[src/rtl/pwm_seq_pkg.sv]
// -----------------------------------------------------------------------------
// pwm_seq_pkg
// Shared definitions for the PWM ramp sequencer slice: default widths, the
// sequencer state type and the ramp direction encoding.
// -----------------------------------------------------------------------------
package pwm_seq_pkg;

  localparam int DUTY_W_DEF = 8;
  localparam int DIV_W_DEF  = 16;

  typedef enum logic {
    ST_IDLE = 1'b0,
    ST_RUN  = 1'b1
  } state_t;

  localparam logic DIR_UP   = 1'b1;
  localparam logic DIR_DOWN = 1'b0;

endpackage

[src/rtl/pwm_seq_tick.sv]
// -----------------------------------------------------------------------------
// pwm_seq_tick
// Step-interval counter. While enabled it counts clocks and raises o_tick for
// one cycle every i_interval clocks. Once o_tick has been raised, the counter
// restarts from zero.
//
// Ports:
//   clk        system clock
//   rst        synchronous reset, active-high
//   i_en       count enable (ramp actively stepping)
//   i_clear    restart the interval from zero (new ramp accepted)
//   i_interval clocks per tick; the caller guarantees a value of at least 1
//   o_tick     one-cycle pulse marking the edge at which a step is applied
// -----------------------------------------------------------------------------
module pwm_seq_tick
  import pwm_seq_pkg::*;
#(
  parameter int DIV_W = DIV_W_DEF
) (
  input  logic             clk,
  input  logic             rst,
  input  logic             i_en,
  input  logic             i_clear,
  input  logic [DIV_W-1:0] i_interval,
  output logic             o_tick
);

  localparam logic [DIV_W-1:0] DIV_ONE = {{(DIV_W-1){1'b0}}, 1'b1};

  logic [DIV_W-1:0] r_count;
  logic             w_wrap;

  // The last count of an interval is interval-1, so a tick lands exactly
  // `interval` clocks after the previous clear or tick.
  assign w_wrap = (r_count == (i_interval - DIV_ONE));
  assign o_tick = i_en & w_wrap;

  always_ff @(posedge clk) begin
    if (rst || i_clear) begin
      r_count <= '0;
    end else if (i_en) begin
      if (w_wrap) begin
        r_count <= '0;
      end else begin
        r_count <= r_count + DIV_ONE;
      end
    end
  end

endmodule

[src/rtl/pwm_ramp_sequencer.sv]
// -----------------------------------------------------------------------------
// pwm_ramp_sequencer
// Fade/ramp controller that drives the PWM peripheral duty-cycle input. After
// a valid/ready config handshake, it moves the duty from the start value toward
// the end value. Each move is one fixed step, and moves occur once every
// programmable number of clocks. At the end it either stops (one-shot) or
// bounces between start and end forever (loop) until aborted.
//
// Ports:
//   clk            system clock
//   rst            synchronous reset, active-high
//   i_cfg_valid    config offered
//   o_cfg_ready    config can be accepted (idle and not in reset)
//   i_cfg_start    first duty value
//   i_cfg_end      target duty value
//   i_cfg_step     increment per step (0 behaves as 1)
//   i_cfg_interval clocks between steps (0 behaves as 1)
//   i_cfg_loop     1 = ping-pong forever, 0 = one-shot
//   i_abort        stop the ramp and hold the current duty; also blocks accept
//   o_duty_cycle   current duty to the PWM peripheral
//   o_duty_update  one-cycle pulse when o_duty_cycle is written
//   o_busy         ramp in progress
//   o_done         one-cycle pulse when a one-shot ramp completes
// -----------------------------------------------------------------------------
module pwm_ramp_sequencer
  import pwm_seq_pkg::*;
#(
  parameter int DUTY_W = DUTY_W_DEF,
  parameter int DIV_W  = DIV_W_DEF
) (
  input  logic              clk,
  input  logic              rst,
  input  logic              i_cfg_valid,
  output logic              o_cfg_ready,
  input  logic [DUTY_W-1:0] i_cfg_start,
  input  logic [DUTY_W-1:0] i_cfg_end,
  input  logic [DUTY_W-1:0] i_cfg_step,
  input  logic [DIV_W-1:0]  i_cfg_interval,
  input  logic              i_cfg_loop,
  input  logic              i_abort,
  output logic [DUTY_W-1:0] o_duty_cycle,
  output logic              o_duty_update,
  output logic              o_busy,
  output logic              o_done
);

  localparam logic [DUTY_W-1:0] DUTY_ONE = {{(DUTY_W-1){1'b0}}, 1'b1};
  localparam logic [DIV_W-1:0]  DIV_ONE  = {{(DIV_W-1){1'b0}}, 1'b1};

  state_t            r_state;
  logic [DUTY_W-1:0] r_duty;
  logic              r_update;
  logic              r_done;
  logic [DUTY_W-1:0] r_start;
  logic [DUTY_W-1:0] r_end;
  logic [DUTY_W-1:0] r_target;
  logic [DUTY_W-1:0] r_step;
  logic [DIV_W-1:0]  r_interval;
  logic              r_dir;
  logic              r_loop;
  logic              r_hold;
  logic              r_last;

  logic              w_accept;
  logic              w_cfg_flat;
  logic [DUTY_W-1:0] w_cfg_step;
  logic [DIV_W-1:0]  w_cfg_interval;
  logic              w_tick_en;
  logic              w_tick;
  logic [DUTY_W:0]   w_sum;
  logic [DUTY_W:0]   w_diff;
  logic [DUTY_W-1:0] w_next;

  assign o_cfg_ready   = (r_state == ST_IDLE) & ~rst;
  assign o_busy        = (r_state == ST_RUN);
  assign o_duty_cycle  = r_duty;
  assign o_duty_update = r_update;
  assign o_done        = r_done;

  assign w_accept       = i_cfg_valid & o_cfg_ready & ~i_abort;
  assign w_cfg_flat     = (i_cfg_start == i_cfg_end);
  assign w_cfg_step     = (i_cfg_step == '0) ? DUTY_ONE : i_cfg_step;
  assign w_cfg_interval = (i_cfg_interval == '0) ? DIV_ONE : i_cfg_interval;

  // Stepping pauses in two cases. A flat loop ramp holds its duty and never
  // steps. In the cycle after the final one-shot step, only the completion is
  // reported, so no further step is taken.
  assign w_tick_en = (r_state == ST_RUN) & ~r_hold & ~r_last;

  pwm_seq_tick #(
    .DIV_W(DIV_W)
  ) u_tick (
    .clk       (clk),
    .rst       (rst),
    .i_en      (w_tick_en),
    .i_clear   (w_accept),
    .i_interval(r_interval),
    .o_tick    (w_tick)
  );

  // Saturating step using one extra bit, so that neither duty+step nor
  // duty-target can wrap. Once the step would reach or pass the target, the
  // result is clamped to the target.
  assign w_sum  = {1'b0, r_duty} + {1'b0, r_step};
  assign w_diff = {1'b0, r_duty} - {1'b0, r_target};

  always_comb begin
    w_next = r_duty;
    if (r_dir == DIR_UP) begin
      if (w_sum >= {1'b0, r_target}) begin
        w_next = r_target;
      end else begin
        w_next = w_sum[DUTY_W-1:0];
      end
    end else begin
      if (w_diff <= {1'b0, r_step}) begin
        w_next = r_target;
      end else begin
        w_next = r_duty - r_step;
      end
    end
  end

  // Sequencer FSM. A one-shot ramp with start==end completes immediately.
  // In that case only done is pulsed; no duty_update is pulsed, because the
  // two pulses must never coincide. After the final one-shot step, one extra
  // RUN cycle (r_last) separates the last duty_update from done. In abort
  // handling, abort wins over both stepping and completion.
  always_ff @(posedge clk) begin
    if (rst) begin
      r_state    <= ST_IDLE;
      r_duty     <= '0;
      r_update   <= 1'b0;
      r_done     <= 1'b0;
      r_start    <= '0;
      r_end      <= '0;
      r_target   <= '0;
      r_step     <= DUTY_ONE;
      r_interval <= DIV_ONE;
      r_dir      <= DIR_UP;
      r_loop     <= 1'b0;
      r_hold     <= 1'b0;
      r_last     <= 1'b0;
    end else begin
      r_update <= 1'b0;
      r_done   <= 1'b0;
      if (r_state == ST_IDLE) begin
        if (w_accept) begin
          r_start    <= i_cfg_start;
          r_end      <= i_cfg_end;
          r_target   <= i_cfg_end;
          r_step     <= w_cfg_step;
          r_interval <= w_cfg_interval;
          r_dir      <= (i_cfg_end >= i_cfg_start) ? DIR_UP : DIR_DOWN;
          r_loop     <= i_cfg_loop;
          r_duty     <= i_cfg_start;
          r_hold     <= w_cfg_flat;
          r_last     <= 1'b0;
          if (w_cfg_flat && !i_cfg_loop) begin
            r_done <= 1'b1;
          end else begin
            r_state  <= ST_RUN;
            r_update <= 1'b1;
          end
        end
      end else begin
        if (i_abort) begin
          r_state <= ST_IDLE;
          r_last  <= 1'b0;
        end else if (r_last) begin
          r_state <= ST_IDLE;
          r_last  <= 1'b0;
          r_done  <= 1'b1;
        end else if (w_tick) begin
          r_duty   <= w_next;
          r_update <= 1'b1;
          if (w_next == r_target) begin
            if (r_loop) begin
              r_target <= (r_target == r_end) ? r_start : r_end;
              r_dir    <= ~r_dir;
            end else begin
              r_last <= 1'b1;
            end
          end
        end
      end
    end
  end

endmodule
[config.mk]
export PLATFORM = sky130hd
export DESIGN_NAME = pwm_ramp_sequencer
export DESIGN_NICKNAME = d
export VERILOG_FILES = /design/src/rtl/pwm_seq_pkg.sv /design/src/rtl/pwm_seq_tick.sv /design/src/rtl/pwm_ramp_sequencer.sv
export SDC_FILE = /design/constraint.sdc
export NUM_CORES = 1
export LEC_CHECK = 0
export ABC_CLOCK_PERIOD_IN_PS = 10900
export CORE_UTILIZATION = 48
export DETAILED_ROUTE_END_ITERATION = 8
export PLACE_DENSITY = 0.77
export SKIP_LAST_GASP = 1
export SYNTH_ARGS = -nofsm -noshare
export SYNTH_HDL_FRONTEND = slang
export SYNTH_SLANG_ARGS = --single-unit
export TNS_END_PERCENT = 50
[constraint.sdc]
create_clock -name clk -period 10.9 [get_ports clk]
set_input_delay 2.18 -clock clk [delete_from_list [all_inputs] [get_ports clk]]
set_output_delay 2.18 -clock clk [all_outputs]
set_load 0.03 [all_outputs]
==> impl_metrics.yaml <==
setup_path:
  start_kind: "input pin"
  worstPathRequired_ns: 8.72
  criticalPathCategory: "input pin to primary output"
  cp_data_arrival_time_ns: 3.47
  cp_max_fo: 61
  crit_path_end_kind: "primary output"
  r2r_cells: 19
global_route:
  grt_usage_pct: 25.8
  grt_max_degree: 62
  grt.overflow.total: 0
  antenna_found_initial: 0
  first_global_vias: 5293
  grt_pass1_wl_um: 27100
sta:
  setup-tns-final_ns: 0
  hold_viol_final: 0
  fmax_ghz: 0.177
  fin_crit_sh_pct: 51.8
  setup_viol: 0
  slew_headroom_pct: 27.9
  tightest_slew_ns: 1.08
  layout_min_cycle_time_ns: 5.65
  fin_skew_ns: 0.00898
  slew_viol_final: 0
  grt_setup_unrepaired: "false"
place:
  dp.final_hpwl_um: 12500
  gp_congestion: 0.912
  io_buffers: 56
power:
  p_per_area_nw_per_um2: 136
  p_leak_nw: 2.78
  total_power_w: 0.000985
  peakVddDrop_mv: 0.106
yosys:
  synth_warnings: 0
  synth-main-ff-cell: "dfxtp_1"
  synth_area_um2: 6280
  synth_edf_count: 0
  synth.ff_latch_count: 79
  synth_cells: 797
  synthArstFlopShare_pct: 0
  seq_area_frac_synth_pct: 25.2
  yosysUniqueCellTypes: 74
  synth_area_per_cell_um2: 7.88
  syn_nets: 894
cts:
  cts_resized: 0
  cts_hold_buffers: 0
  clk_pin_slew_ns: 0.06
  cts_setup_buffers: 0
  numCtsBuffers: 9
  cts_root_buf: "clkbuf_16"
  clock-sinks: 79
  cts_tree: "built"
  worstSkewPairLatency_ns: 0.34
  cts_buffer_depth: 2
  htree_levels: 3
finish:
  layout.nets: 922
  antennaDiodeCount: 0
  area_growth_pct: 14.9
  post_route_cells_drive_above_1_share_pct: 4.82
detailed_routing:
  ant_nets: 0
  wl_per_cell_um: 16.7
  drt_iter0_drc: 476
  dr.pass1.iters: 5
  drc: 0
  totalWireLength_um: 16700
  via_per_inst: 5.86
  num_vias: 5871
floorplan:
  rows: 41
  die_area_um2: 13600
  core_um2: 12700
  start_util_pct: 49.6
  die_height_um: 116
  die_x_um: 116
  io_pins: 57
flow_run:
  drv_cap: 0
min_path:
  hold_path.class: "flop to flop"
  min_path_cells: 2
status:
  outcome: "finished clean"
[final timing paths]
kind / start / end / slack (ns)
max: rst / o_cfg_ready / 5.25
min: r_start[0] / r_start[0] / 0.46
min reg2reg: r_start[0] / r_start[0] / 0.46
max reg2reg: r_target[1] / r_target[0] / 5.98
[layout make-up]
cell class | count | area, um^2
Clock buffer | 13 | 260
Clock inverter | 3 | 65.1
Fill cell | 1216 | 5450
Inverter | 38 | 143
Multi-Input combinational cell | 637 | 4370
Sequential cell | 79 | 1580
Tap cell | 172 | 215
Timing Repair Buffer | 60 | 586
[cells by family after synthesis]
kind of cell / Yosys count / share of synthesized area [%]
flip-flops: 79 / 25.2
AND/OR/NAND/NOR: 294 / 22.9
buffers and inverters: 81 / 5.32
XOR/XNOR: 74 / 10.3
adder cells (fa/ha/maj): 52 / 10.7
multiplexers: 32 / 5.12
AO/OA/AOI/OAI: 185 / 20.4
[per-layer routing]
metal	global-route usage, %	wire (um)
met3	4.57	1150
met2	38.5	7120
met1	37.7	8150
met4	7.78	319
met5	0	0
[power breakdown]
group          switching (W)  internal [W]  total, W
Sequential         0.0000202      0.000301  0.000321
Clock               0.000118      0.000213  0.000331
Combinational       0.000185      0.000148  0.000333
[sequential cells by signal, summed over array words and instances (netlist names)]
register and cells:
r_dir 1, o_done 1, o_duty_cycle 8, r_step 8, r_target 8, o_busy 1, r_end 8, r_last 1
r_interval 16, r_hold 1, u_tick.r_count 16, r_start 8, o_duty_update 1, r_loop 1
[stage by stage]
step / utilization, % / setup WS (ns) / hold slack [ns] / area [um^2] / std cells
detailed placement: 54.4 / 5.27 / 0.449 / 6890 / 986
floorplan: - / 5.78 / 0.436 / 6280 / 797
global route: 57.0 / 5.18 / 0.480 / 7220 / 1002
global placement: 54.4 / 5.24 / 0.445 / 6890 / 986
finish: 57.0 / 5.25 / 0.455 / 7220 / 1002
CTS: 57.0 / 5.25 / 0.456 / 7220 / 1002
[worst max-delay path, cell delays in order]
cell and delay (ns):
buf_2 0.07, buf_4 0.52, nor2_1 0.08, clkdlybuf4s50_1 0.61
[cells in the mapped netlist (4+ instances only)]
library cell    n  share of area, %
buf_2           9              0.72
o31ai_1         7              0.84
nand4_1        13               1.3
o211ai_1        5              0.60
a211oi_1        8              0.96
ha_1           49               9.8
nor3_1         12              0.96
inv_1          38               2.3
o2111ai_1       5              0.70
nor2_1         58               3.5
a21o_1         10               1.2
xnor2_1        46               6.4
o21ai_0        16               1.3
clkbuf_1       28               1.7
or2_2           4              0.40
nor4_1          8              0.80
xor2_1         28               3.9
and3_1         10               1.0
a311oi_1        4              0.56
a22oi_1         4              0.48
a221o_1         6              0.96
a31oi_1         5              0.50
nor2b_1        11               1.1
a221oi_1        7              0.98
a21oi_1        75               6.0
o21a_1          4              0.48
nand2_1       117               7.0
mux2i_1        31               4.9
and2_1          4              0.40
dfxtp_1        79                25
nand2b_1       12               1.2
nand3_1        22               1.8
[cells in the final DEF, fill, tap and decap left out, drive strengths merged, types with 17 or more instances in the layout]
cell / synthesis / routed
dfxtp: 79 / 79
nor2: 58 / 58
o21ai: 17 / 17
nand2: 119 / 119
ha: 49 / 49
a21oi: 76 / 76
inv: 38 / 38
clkdlybuf4s50: 0 / 55
nand3: 22 / 22
xnor2: 46 / 46
xor2: 28 / 28
mux2i: 31 / 31
(Power assumes the default switching activity.)
